==> src/rtl/truth_table_sweeper.sv <==
// ---------------------------------------------------------------------------
// truth_table_sweeper
//   Stimulus/capture stage for a 3-input combinational gate network.
//   On start it drives every input vector 0..2**N_IN-1, holding each for
//   HOLD_CYCLES cycles so the network can settle, samples the returned F in
//   the last hold cycle into table_out, and counts the bits that disagree
//   with the golden EXPECTED table.
//
// Ports
//   clk        in   rising-edge clock
//   rst        in   asynchronous reset, active-high
//   start      in   one-cycle sweep request (accepted in IDLE or DONE)
//   vec        out  vector driven to the network (MSB = x, LSB = z)
//   f_in       in   F returned by the network under test
//   busy       out  high while the sweep is running
//   done       out  high once the sweep has finished, until the next start
//   table_out  out  captured truth table, bit i = F for vec == i
//   err_count  out  number of bits where table_out differs from EXPECTED
//   pass       out  done and no mismatches
// ---------------------------------------------------------------------------
module truth_table_sweeper #(
  parameter int N_IN        = 3,
  parameter int HOLD_CYCLES = 4,
  parameter logic [2**N_IN-1:0] EXPECTED = 8'hAC
) (
  input  logic                 clk,
  input  logic                 rst,
  input  logic                 start,
  output logic [N_IN-1:0]      vec,
  input  logic                 f_in,
  output logic                 busy,
  output logic                 done,
  output logic [2**N_IN-1:0]   table_out,
  output logic [N_IN:0]        err_count,
  output logic                 pass
);

  localparam int NV = 2**N_IN;
  // Keep the hold counter at least one bit wide so HOLD_CYCLES == 1 still
  // elaborates; in that build the counter simply stays at zero.
  localparam int HW = (HOLD_CYCLES > 1) ? $clog2(HOLD_CYCLES) : 1;
  localparam logic [HW-1:0]   HOLD_LAST = HW'(HOLD_CYCLES - 1);
  localparam logic [HW-1:0]   HOLD_ONE  = HW'(1);
  localparam logic [N_IN-1:0] VEC_LAST  = N_IN'(NV - 1);
  localparam logic [N_IN-1:0] VEC_ONE   = N_IN'(1);
  localparam logic [N_IN:0]   ERR_ONE   = (N_IN+1)'(1);

  typedef enum logic [1:0] {
    S_IDLE  = 2'd0,
    S_DRIVE = 2'd1,
    S_DONE  = 2'd2
  } state_t;

  state_t          state_reg, state_next;
  logic [N_IN-1:0] vec_reg, vec_next;
  logic [HW-1:0]   hold_reg, hold_next;
  logic [NV-1:0]   table_reg, table_next;
  logic [N_IN:0]   err_reg, err_next;

  always_ff @(posedge clk or posedge rst) begin
    if (rst) begin
      state_reg <= S_IDLE;
      vec_reg   <= '0;
      hold_reg  <= '0;
      table_reg <= '0;
      err_reg   <= '0;
    end else begin
      state_reg <= state_next;
      vec_reg   <= vec_next;
      hold_reg  <= hold_next;
      table_reg <= table_next;
      err_reg   <= err_next;
    end
  end

  always_comb begin
    state_next = state_reg;
    vec_next   = vec_reg;
    hold_next  = hold_reg;
    table_next = table_reg;
    err_next   = err_reg;

    case (state_reg)
      // DONE restarts exactly like IDLE; results stay visible until then.
      S_IDLE, S_DONE: begin
        if (start) begin
          state_next = S_DRIVE;
          vec_next   = '0;
          hold_next  = '0;
          table_next = '0;
          err_next   = '0;
        end
      end

      // start is deliberately not looked at here: a running sweep cannot be
      // restarted or extended.
      S_DRIVE: begin
        if (hold_reg == HOLD_LAST) begin
          // Last settle cycle of this vector: capture F and score it.
          hold_next           = '0;
          table_next[vec_reg] = f_in;
          if (f_in != EXPECTED[vec_reg]) begin
            err_next = err_reg + ERR_ONE;
          end
          if (vec_reg == VEC_LAST) begin
            state_next = S_DONE;   // vec stays at its final value
          end else begin
            vec_next = vec_reg + VEC_ONE;
          end
        end else begin
          hold_next = hold_reg + HOLD_ONE;
        end
      end

      default: begin
        state_next = S_IDLE;
      end
    endcase
  end

  assign vec       = vec_reg;
  assign busy      = (state_reg == S_DRIVE);
  assign done      = (state_reg == S_DONE);
  assign table_out = table_reg;
  assign err_count = err_reg;
  assign pass      = done && (err_reg == '0);

endmodule

==> config.mk <==
export PLATFORM = sky130hd
export DESIGN_NAME = truth_table_sweeper
export DESIGN_NICKNAME = d
export VERILOG_FILES = /design/src/rtl/truth_table_sweeper.sv
export SDC_FILE = /design/constraint.sdc
export NUM_CORES = 1
export LEC_CHECK = 0
export ABC_AREA = 1
export CAP_MARGIN = 15
export CORE_ASPECT_RATIO = 0.7
export CORE_UTILIZATION = 30
export DETAILED_ROUTE_END_ITERATION = 7
export PLACE_DENSITY = 0.53
export SYNTH_ARGS = -nofsm -noshare
export SYNTH_HDL_FRONTEND = slang
export SYNTH_SLANG_ARGS = --single-unit
==> constraint.sdc <==
create_clock -name clk -period 1.5 [get_ports clk]
set_input_delay 0.3 -clock clk [delete_from_list [all_inputs] [get_ports clk]]
set_output_delay 0.3 -clock clk [all_outputs]
set_load 0.02 [all_outputs]
==> results of run 1 <==
tightest hold or removal path, cell delays in order:
cell	delay, ps
clkdlybuf4s50_1	400
inv_1	50
buf_4	260
power groups by stage:
stage | clock network, mW | registers, mW | logic [mW]
2_1_floorplan | 0 | 1.04 | 0.895
3_3_place_gp | 0 | 0.843 | 1.87
3_5_place_dp | 0 | 0.853 | 1.91
4_1_cts | 0.365 | 0.834 | 1.84
5_1_grt | 0.394 | 0.865 | 2.24
6_report | 0.353 | 0.838 | 2.04
what timing repair did:
| action | 4_1_cts | 5_1_grt |
|---|---|---|
| setup endpoints to repair | 19 | 15 |
| buffers inserted | 1 | 2 |
| endpoints found under the hold margin | 0 | 0 |
| pin swaps | 0 | 4 |
| resized for setup | 25 | 25 |
| gates cloned | 0 | 0 |
layout make-up:
| class | instances | area (sq um) |
|---|---|---|
| Fill cell | 327 | 1710 |
| Multi-Input combinational cell | 99 | 553 |
| Sequential cell | 19 | 475 |
| Timing Repair Buffer | 42 | 340 |
| Inverter | 19 | 71.3 |
| Tap cell | 47 | 58.8 |
| Clock buffer | 4 | 45.0 |
kinds of logic after synthesis:
group | after synthesis
buffers and inverters | 21
DFF | 19
and+or+nand+nor | 77
AOI/OAI and AO/OA | 16
adders and majority gates | 5
xor gates and xnor gates | 1
path summary, 6_finish.rpt:
check	to	from	slack (ps)	depth (start not counted)
worst max-delay path	pass	err_count[0]$_DFFE_PP0P_	10	5
worst min-delay path	state_reg[1]$_DFFE_PP0P_	rst	370	3
worst max register to register	state_reg[0]$_DFFE_PP0P_	vec[0]$_DFFE_PP0P_	70	8
worst min register to register	table_out[5]$_DFFE_PP0P_	table_out[5]$_DFFE_PP0P_	480	2
max in group asynchronous	vec[2]$_DFFE_PP0P_	rst	920	3
min in group clk	table_out[5]$_DFFE_PP0P_	table_out[5]$_DFFE_PP0P_	480	2
layer usage:
layer / vias up / GRT usage (%) / wire (um)
met5: - / 0 / 0
met4: 0 / 4.90 / 13
met3: 2 / 3.29 / 95
met2: 20 / 24.6 / 1160
met1: 473 / 19.8 / 1340
li1: 524 / - / -
placed cells by master (no fill, tap or decap), types with 2 or more instances in the layout:
master / n
buf_6: 2
clkbuf_8: 3
inv_2: 6
buf_4: 20
nor2_1: 10
nand2_1: 44
nand3_2: 3
o21ai_1: 3
clkbuf_2: 2
dlygate4sd2_1: 14
nor3_1: 4
clkdlybuf4s50_1: 3
inv_1: 13
dfrtp_1: 19
nand2_2: 3
nand3_1: 9
o21ai_0: 8
ha_1: 2
o21ai_2: 3
ha_2: 2
through the flow:
stage	hold WS [ps]	instance area, sq um
floorplan	251	1060
global placement	465	1450
detailed placement	464	1450
CTS	377	1480
global route	405	1540
finish	372	1540
Yosys cell counts (2+ instances only):
cell,number
nand2_2,2
nor3_1,4
inv_1,16
nand3_1,12
nand2_1,45
inv_2,3
nor2_1,10
o21ai_0,11
ha_1,5
o21ai_1,3
dfrtp_1,19
nor2_2,2
==> results.txt, run 1 <==
Status -> completed
Slew Limit Headroom -> 81.3%
Part of the power in registers -> 25.9%
Part of the Yosys area used for sequential elements -> 45.0%
Switching portion of total power -> 46.2%
GPL Wtd Cong -> 0.796
Crit path max-delay family -> flip-flops
Max reg flops -> 8
Antenna Nets Post-Route -> 0
Max Cap Viol -> 0
Final Hold Vio Count -> 0
Die height -> 51.7 um
Nets@finish -> 193
Comb pwr share -> 63.2%
Worst Tran Pin Value -> 279 ps
Hold_buf cts -> 0
Post-synth EDFFs -> 0
Global-route wire length before repair -> 4.26 mm
Pwr Density -> 2090 nW/um^2
Main area contributors after synthesis -> dfrtp_1 45%, nand2_1 16%, ha_1 5.9%, nand3_1 5.7%, inv_1 5.7%
Largest family of logic cells by synthesized area -> simple AND/OR/NAND/NOR gates
Slew Viols, Final -> 0
Setup-failing EPs final -> 0
Internal cell power -> 1.74 mW
Adder-Cell Fraction of Synth Area -> 5.92%
Top_reg_cell synth -> dfrtp_1
Worst slack, placed -> -175 ps
Reg clk slew, reported paths -> 70 ps
DP HPWL -> 1.89 mm
Number of vias per cell -> 4.43
Fin util -> 47.4%
Post-synthesis xor/xnor area fraction -> 0.828%
Crit. End Element -> output port
Core ar. -> 3250 sq um
Synth Area in Compound Gates -> 8.99%
Crit path launch type -> flop
Syn Area/Cell -> 7.61 sq um
Peak Freq -> 673 MHz
#FFs+latches synth -> 19
Switching power -> 1.49 mW
Die X -> 73.0 um
Sink Count -> 19
Part of the power in the clock network -> 10.9%
Total Power -> 3.23 mW
Initial core utilization -> 32.5%
Synth cell types -> 19
Final period util -> 99.0%
Pin count of the biggest net entering global routing -> 20
Total wire length -> 2.60 mm
Slowest stage delay, CP -> 390 ps
Post-Syn Area -> 1060 sq um
Area leader, netlist -> dfrtp_1
Worst path required time -> 1200 ps
Area grow syn2layout -> 46.0%
Post-route DRC violation count -> 0
CTS tree -> yes
Antenna violations before repair -> 0
Leak pwr -> 0.844 nW
Cell count after synthesis -> 139
1st-pass router iterations -> 4
Initial DRC Count -> 15
Ys Warns -> 0
Die area -> 3770 sq um
Clock Path Buffers -> 2
Inst Count DP -> 223
Worst VDD drop -> 679 uV
Fraction of layout cells with a size suffix above 1 -> 27.9%
Fin Setup TNS -> 0 ps
Share of the synthesized area in the top cell type -> 45.0%
Min Tclk post-route -> 1490 ps
Final WS setup -> 14.9 ps
Total GRT Usage -> 15.0%
Max Fanout on Critical Path -> 2
Vias -> 1019
Slowest CP cell -> dfrtp_1
# rows -> 17
Non-filler instance count after layout -> 230
Total grt overflow -> 0
WL/cell -> 11.3 um
Syn nets -> 148
Crit path DAT -> 1190 ps
# H-tree levels -> 1
CTS buffer count -> 3
FFs w/ async S/R, synth -> 100%
HP Class -> primary input to async pin
Ports -> 22
WS Path Type -> flop to output port
Clk_skew -> 4.07 ps
I/O Buffers -> 21
Simple-Gate Fraction of Synth Area -> 31.1%
Cell Chain, Critical Path -> inv_2, ha_4, nand2_2, nor4_2, buf_4
Critical path buffers and inverters -> 2
Vias in the first global route -> 963
Mux contribution to synthesized area -> 0%
Antenna cells -> 0
Worst-Skew Late Latency -> 250 ps
CTS root buf -> clkbuf_8
RSZ-0062 raised after global routing -> true
Power figures use the tool's default switching activity.
==> run 2: changes to the inputs <==
--- a/config.mk
+++ b/config.mk
@@ -8,9 +8,9 @@
 export ABC_AREA = 1
 export CAP_MARGIN = 15
 export CORE_ASPECT_RATIO = 0.7
-export CORE_UTILIZATION = 30
+export CORE_UTILIZATION = 45
 export DETAILED_ROUTE_END_ITERATION = 7
-export PLACE_DENSITY = 0.53
+export PLACE_DENSITY = 0.74
 export SYNTH_ARGS = -nofsm -noshare
 export SYNTH_HDL_FRONTEND = slang
 export SYNTH_SLANG_ARGS = --single-unit
==> run 2 against run 1 <==
Net effect: the flow now finishes with violations (negative setup slack); global-route usage up 7.5 points; core utilization up 22 points; clock skew up 2.8 ps; sequential power about the same; clock power down 24%; critical path type unchanged; critical endpoint unchanged; largest cell class unchanged; largest power group unchanged.
==> results.txt, run 2 (synthesized netlist as in run 1, its figures left out) <==
Status -> finished, violations left
Failing checks -> negative setup slack
Vias -> 1050
Most frequent cells in the layout -> 41 x nand2_1, 22 x buf_4, 19 x dfrtp_1, 16 x inv_1
Most common cell after layout, fill and taps aside -> nand2_1
Slew Viols, Final -> 0
Comb pwr share -> 65.5%
Switching power -> 1.52 mW
Die height -> 42.6 um
Ports -> 22
Min Tclk post-route -> 1580 ps
Part of the power in registers -> 26.2%
Initial DRC Count -> 26
Fraction of layout cells with a size suffix above 1 -> 25.5%
Part of the power in the clock network -> 8.4%
Max Fanout on Critical Path -> 2
Max reg flops -> 8
Post-route DRC violation count -> 0
Vias in the first global route -> 947
Max Cap Viol -> 0
Final Hold Vio Count -> 0
CTS tree -> yes
Antenna violations before repair -> 0
Nets@finish -> 194
Number of vias per cell -> 4.86
Antenna Nets Post-Route -> 0
Setup-failing EPs final -> 9
Die area -> 2550 sq um
Total grt overflow -> 0
Worst slack, placed -> -181 ps
Area grow syn2layout -> 43.6%
Final period util -> 106%
Pin count of the biggest net entering global routing -> 20
RSZ-0062 raised after global routing -> true
Worst path required time -> 1200 ps
Slew Limit Headroom -> 72.2%
Worst VDD drop -> 994 uV
Total Power -> 3.20 mW
Pwr Density -> 2110 nW/um^2
WL/cell -> 11.9 um
HP Class -> primary input to async pin
# H-tree levels -> 1
Switching portion of total power -> 47.5%
Hold WS -> 298 ps
Final WS setup -> -83.3 ps
# fillers -> 184
Clock Path Buffers -> 2
Peak Freq -> 632 MHz
Crit. End Element -> output port
Die X -> 59.9 um
Internal cell power -> 1.68 mW
Core ar. -> 2190 sq um
Reg2reg path depth -> 8
WS Path Type -> flop to output port
Leak pwr -> 0.846 nW
Worst-Skew Late Latency -> 300 ps
Antenna cells -> 0
I/O Buffers -> 21
Total wire length -> 2.56 mm
DP HPWL -> 1.78 mm
Crit path DAT -> 1280 ps
Reg clk slew, reported paths -> 120 ps
1st-pass router iterations -> 4
GPL Wtd Cong -> 0.793
CTS buffer count -> 3
Worst Tran Pin Value -> 414 ps
Global-route wire length before repair -> 4.19 mm
CTS root buf -> clkbuf_4
Initial core utilization -> 48.3%
Fin util -> 69.3%
# rows -> 14
Clk_skew -> 6.84 ps
Total GRT Usage -> 22.5%
Crit path launch type -> flop
Sink Count -> 19
==> run 2: power groups by stage <==
| stage | registers [mW] | clock network (mW) | logic [mW] |
|---|---|---|---|
| floorplan | 1.04 | 0 | 0.895 |
| global placement | 0.839 | 0 | 1.86 |
| detailed placement | 0.844 | 0 | 1.91 |
| CTS | 0.831 | 0.271 | 1.97 |
| global route | 0.859 | 0.298 | 2.28 |
| finish | 0.836 | 0.267 | 2.09 |
==> run 2: metal layers <==
metal	track usage (%)	part of all wire, %	up-vias
met5	0	0	-
met2	34.0	46	28
met1	31.6	48	491
li1	-	-	529
met4	5.58	0.74	0
met3	6.48	4.9	2
==> run 2: metrics by stage <==
| step | instance area [sq um] | cells | TNS (ps) |
|---|---|---|---|
| 3_5_place_dp | 1440 | 209 | -1290 |
| 2_1_floorplan | 1060 | 139 | 0 |
| 3_3_place_gp | 1440 | 209 | -1080 |
| 5_1_grt | 1520 | 216 | -964 |
| 4_1_cts | 1490 | 215 | -79.8 |
| 6_report | 1520 | 216 | -337 |
==> run 2: cell type report <==
class	count	area, sq um	share of cell area [%]
Clock buffer	3	22.5	1.48
Clock inverter	1	5.00	0.330
Inverter	19	78.8	5.19
Multi-Input combinational cell	99	543	35.8
Sequential cell	19	475	31.3
Tap cell	32	40.0	2.64
Timing Repair Buffer	43	353	23.2
==> run 2: worst paths after layout <==
kind / startpoint / end / slack [ps]
min: rst / table_out[4]$_DFFE_PP0P_ / 300
max: err_count[0]$_DFFE_PP0P_ / pass / -80
min reg2reg: table_out[1]$_DFFE_PP0P_ / table_out[1]$_DFFE_PP0P_ / 480
max in group asynchronous: rst / err_count[0]$_DFFE_PP0P_ / 990
min in group clk: table_out[1]$_DFFE_PP0P_ / table_out[1]$_DFFE_PP0P_ / 480
max reg2reg: state_reg[0]$_DFFE_PP0P_ / table_out[3]$_DFFE_PP0P_ / -50
==> run 2: worst max-delay path, cell delays in order, from the launching register on <==
cell	delay, ps
dfrtp_1	400
inv_1	60
ha_1	140
nand2_1	60
nor4_2	130
buf_2	200
==> run 2: repair_timing <==
item                                    4_1_cts  5_1_grt
buffers inserted                              3        1
resized for setup                            38       20
hold buffers                                  0        0
endpoints found under the hold margin         0        0
endpoints found under the setup margin       33       21
pin swaps                                     4        1
==> run 3: changes to the inputs <==
--- a/config.mk
+++ b/config.mk
@@ -8,9 +8,10 @@
 export ABC_AREA = 1
 export CAP_MARGIN = 15
 export CORE_ASPECT_RATIO = 0.7
-export CORE_UTILIZATION = 45
+export CORE_MARGIN = 2
+export CORE_UTILIZATION = 53
 export DETAILED_ROUTE_END_ITERATION = 7
-export PLACE_DENSITY = 0.74
+export PLACE_DENSITY = 0.82
 export SYNTH_ARGS = -nofsm -noshare
 export SYNTH_HDL_FRONTEND = slang
 export SYNTH_SLANG_ARGS = --single-unit
==> constraint.sdc (replaced) <==
create_clock -name clk -period 1.85 [get_ports clk]
set_input_delay 0.37 -clock clk [delete_from_list [all_inputs] [get_ports clk]]
set_output_delay 0.37 -clock clk [all_outputs]
set_load 0.02 [all_outputs]
==> run 3 against run 2 <==
Net effect: the run now ends clean; final cell count is 12% lower; largest power group unchanged; clock skew decreased by 1.0 ps; critical path depth decreased by 4; critical endpoint is now vec[2]; cell area is 11% lower.
==> results.txt, run 3 (synthesized netlist as in run 1, its figures left out) <==
Status -> completed
Non-filler instance count after layout -> 191
CTS tree -> yes
Clock Path Buffers -> 2
RSZ-0062 raised after global routing -> false
Worst slack, placed -> 49.2 ps
Final period util -> 96.9%
Max Fanout on Critical Path -> 6
Worst-Skew Late Latency -> 310 ps
Number of vias per cell -> 5.27
Peak Freq -> 558 MHz
Worst VDD drop -> 1280 uV
Pwr Density -> 1690 nW/um^2
Initial DRC Count -> 31
Fin Setup TNS -> 0 ps
Vias -> 1006
# rows -> 13
Critical R2R Capture -> table_out[3]$_DFFE_PP0P_
Total wire length -> 2.47 mm
Initial core utilization -> 56.5%
Global-route wire length before repair -> 4.00 mm
WS Path Type -> flop to output port
Worst path required time -> 1480 ps
I/O Buffers -> 21
Total grt overflow -> 0
1st-pass router iterations -> 4
Min Tclk post-route -> 1790 ps
Crit path depth -> 1
Most frequent cells in the layout -> 45 x nand2_1, 18 x dfrtp_1, 17 x clkdlybuf4s50_1, 16 x inv_1, 12 x nand3_1
Post-CTS Setup Inserts -> 0
Sink Count -> 19
Crit path DAT -> 1420 ps
CTS root buf -> clkbuf_4
Most common cell after layout, fill and taps aside -> nand2_1
Post-Layout Inst Area -> 1360 sq um
Slew Viols, Final -> 0
Crit. End Element -> output port
Antenna violations before repair -> 0
Reg clk slew, reported paths -> 110 ps
Critical path buffers and inverters -> 1
Die X -> 57.4 um
HP Class -> primary input to async pin
Fraction of layout cells with a size suffix above 1 -> 12.4%
WL/cell -> 13.0 um
Area grow syn2layout -> 28.2%
Core ar. -> 1870 sq um
Setup-failing EPs final -> 0
Max Cap Viol -> 0
Post-route DRC violation count -> 0
Die height -> 41.4 um
Final Hold Vio Count -> 0
Pin count of the biggest net entering global routing -> 20
Nets@finish -> 179
Ports -> 22
Cell Chain, Critical Path -> clkdlybuf4s50_1
Antenna cells -> 0
CTS buffer count -> 3
GPL Wtd Cong -> 0.783
Final WS setup -> 58.0 ps
Leak pwr -> 0.721 nW
Clk_skew -> 5.83 ps
Crit path launch type -> flop
Slew Limit Headroom -> 81.7%
Crit path max-delay family -> buffers and inverters
Vias in the first global route -> 885
Worst setup path endpoint -> vec[2]
Total GRT Usage -> 23.5%
DP HPWL -> 1.81 mm
Worst r2r src -> state_reg[0]$_DFFE_PP0P_
Setup slack, reg-to-reg -> 160 ps
Antenna Nets Post-Route -> 0
Inst Count DP -> 187
Total Power -> 2.30 mW
Worst Tran Pin Value -> 274 ps
Slowest CP cell -> clkdlybuf4s50_1
Max reg flops -> 8
Placed Area -> 1330 sq um
Reg2reg path depth -> 10
Die area -> 2370 sq um
Hold_buf cts -> 0
Slowest stage delay, CP -> 640 ps
# H-tree levels -> 1
Worst setup startpoint -> vec[2]$_DFFE_PP0P_
[run 3: changes by cell type in the layout (fill, tap and decap cells not counted), sizes merged, moves of 2 or more]
cell           delta
clkdlybuf4s50    +14
dlygate4sd2      -10
buf              -18
clkdlybuf4s15     -2
[run 3: power breakdown]
group,switching (mW),total (mW),leakage (nW),internal [mW]
Combinational,0.846,1.39,0.457,0.544
Clock,0.130,0.215,0.0150,0.0843
Sequential,0.124,0.691,0.249,0.567
[run 3: metrics by stage]
stage               util [%]  hold WS (ps)
finish                  72.4           394
global route            72.4           437
CTS                     72.4           399
detailed placement      71.2           465
global placement        71.2           461
floorplan                  -           321
[run 3: timing repair]
action,CTS,global route
setup endpoints to repair,3,3
resized for setup,3,5
cloned,0,0
[run 3: worst min-delay path by stage]
stage                                  start                        to  cells after the start
floorplan                                rst  err_count[0]$_DFFE_PP0P_                      1
global placement    table_out[4]$_DFFE_PP0P_  table_out[4]$_DFFE_PP0P_                      2
detailed placement  table_out[5]$_DFFE_PP0P_  table_out[5]$_DFFE_PP0P_                      2
CTS                                      rst  table_out[2]$_DFFE_PP0P_                      3
global route                             rst  table_out[2]$_DFFE_PP0P_                      3
finish                                   rst        vec[0]$_DFFE_PP0P_                      3
[run 3: worst min-delay path: cells and delay by family]
kind | cells | cell delay (ps)
buffers and inverters | 3 | 720
[run 3: layout make-up]
| type | instances | area [sq um] |
|---|---|---|
| flip-flops and latches | 19 | 477 |
| inverters | 19 | 71.3 |
| repair buffers | 28 | 258 |
| multi-input cells | 99 | 495 |
| fillers | 151 | 515 |
| well taps | 22 | 27.5 |
| clock buffers | 4 | 26.3 |
[run 3: metal layers]
metal	up-vias	track usage, %	wire [um]
met5	-	0	0
met4	0	7.56	23
met3	4	7.41	138
met2	27	40.6	1210
met1	476	29.2	1100
li1	499	-	-
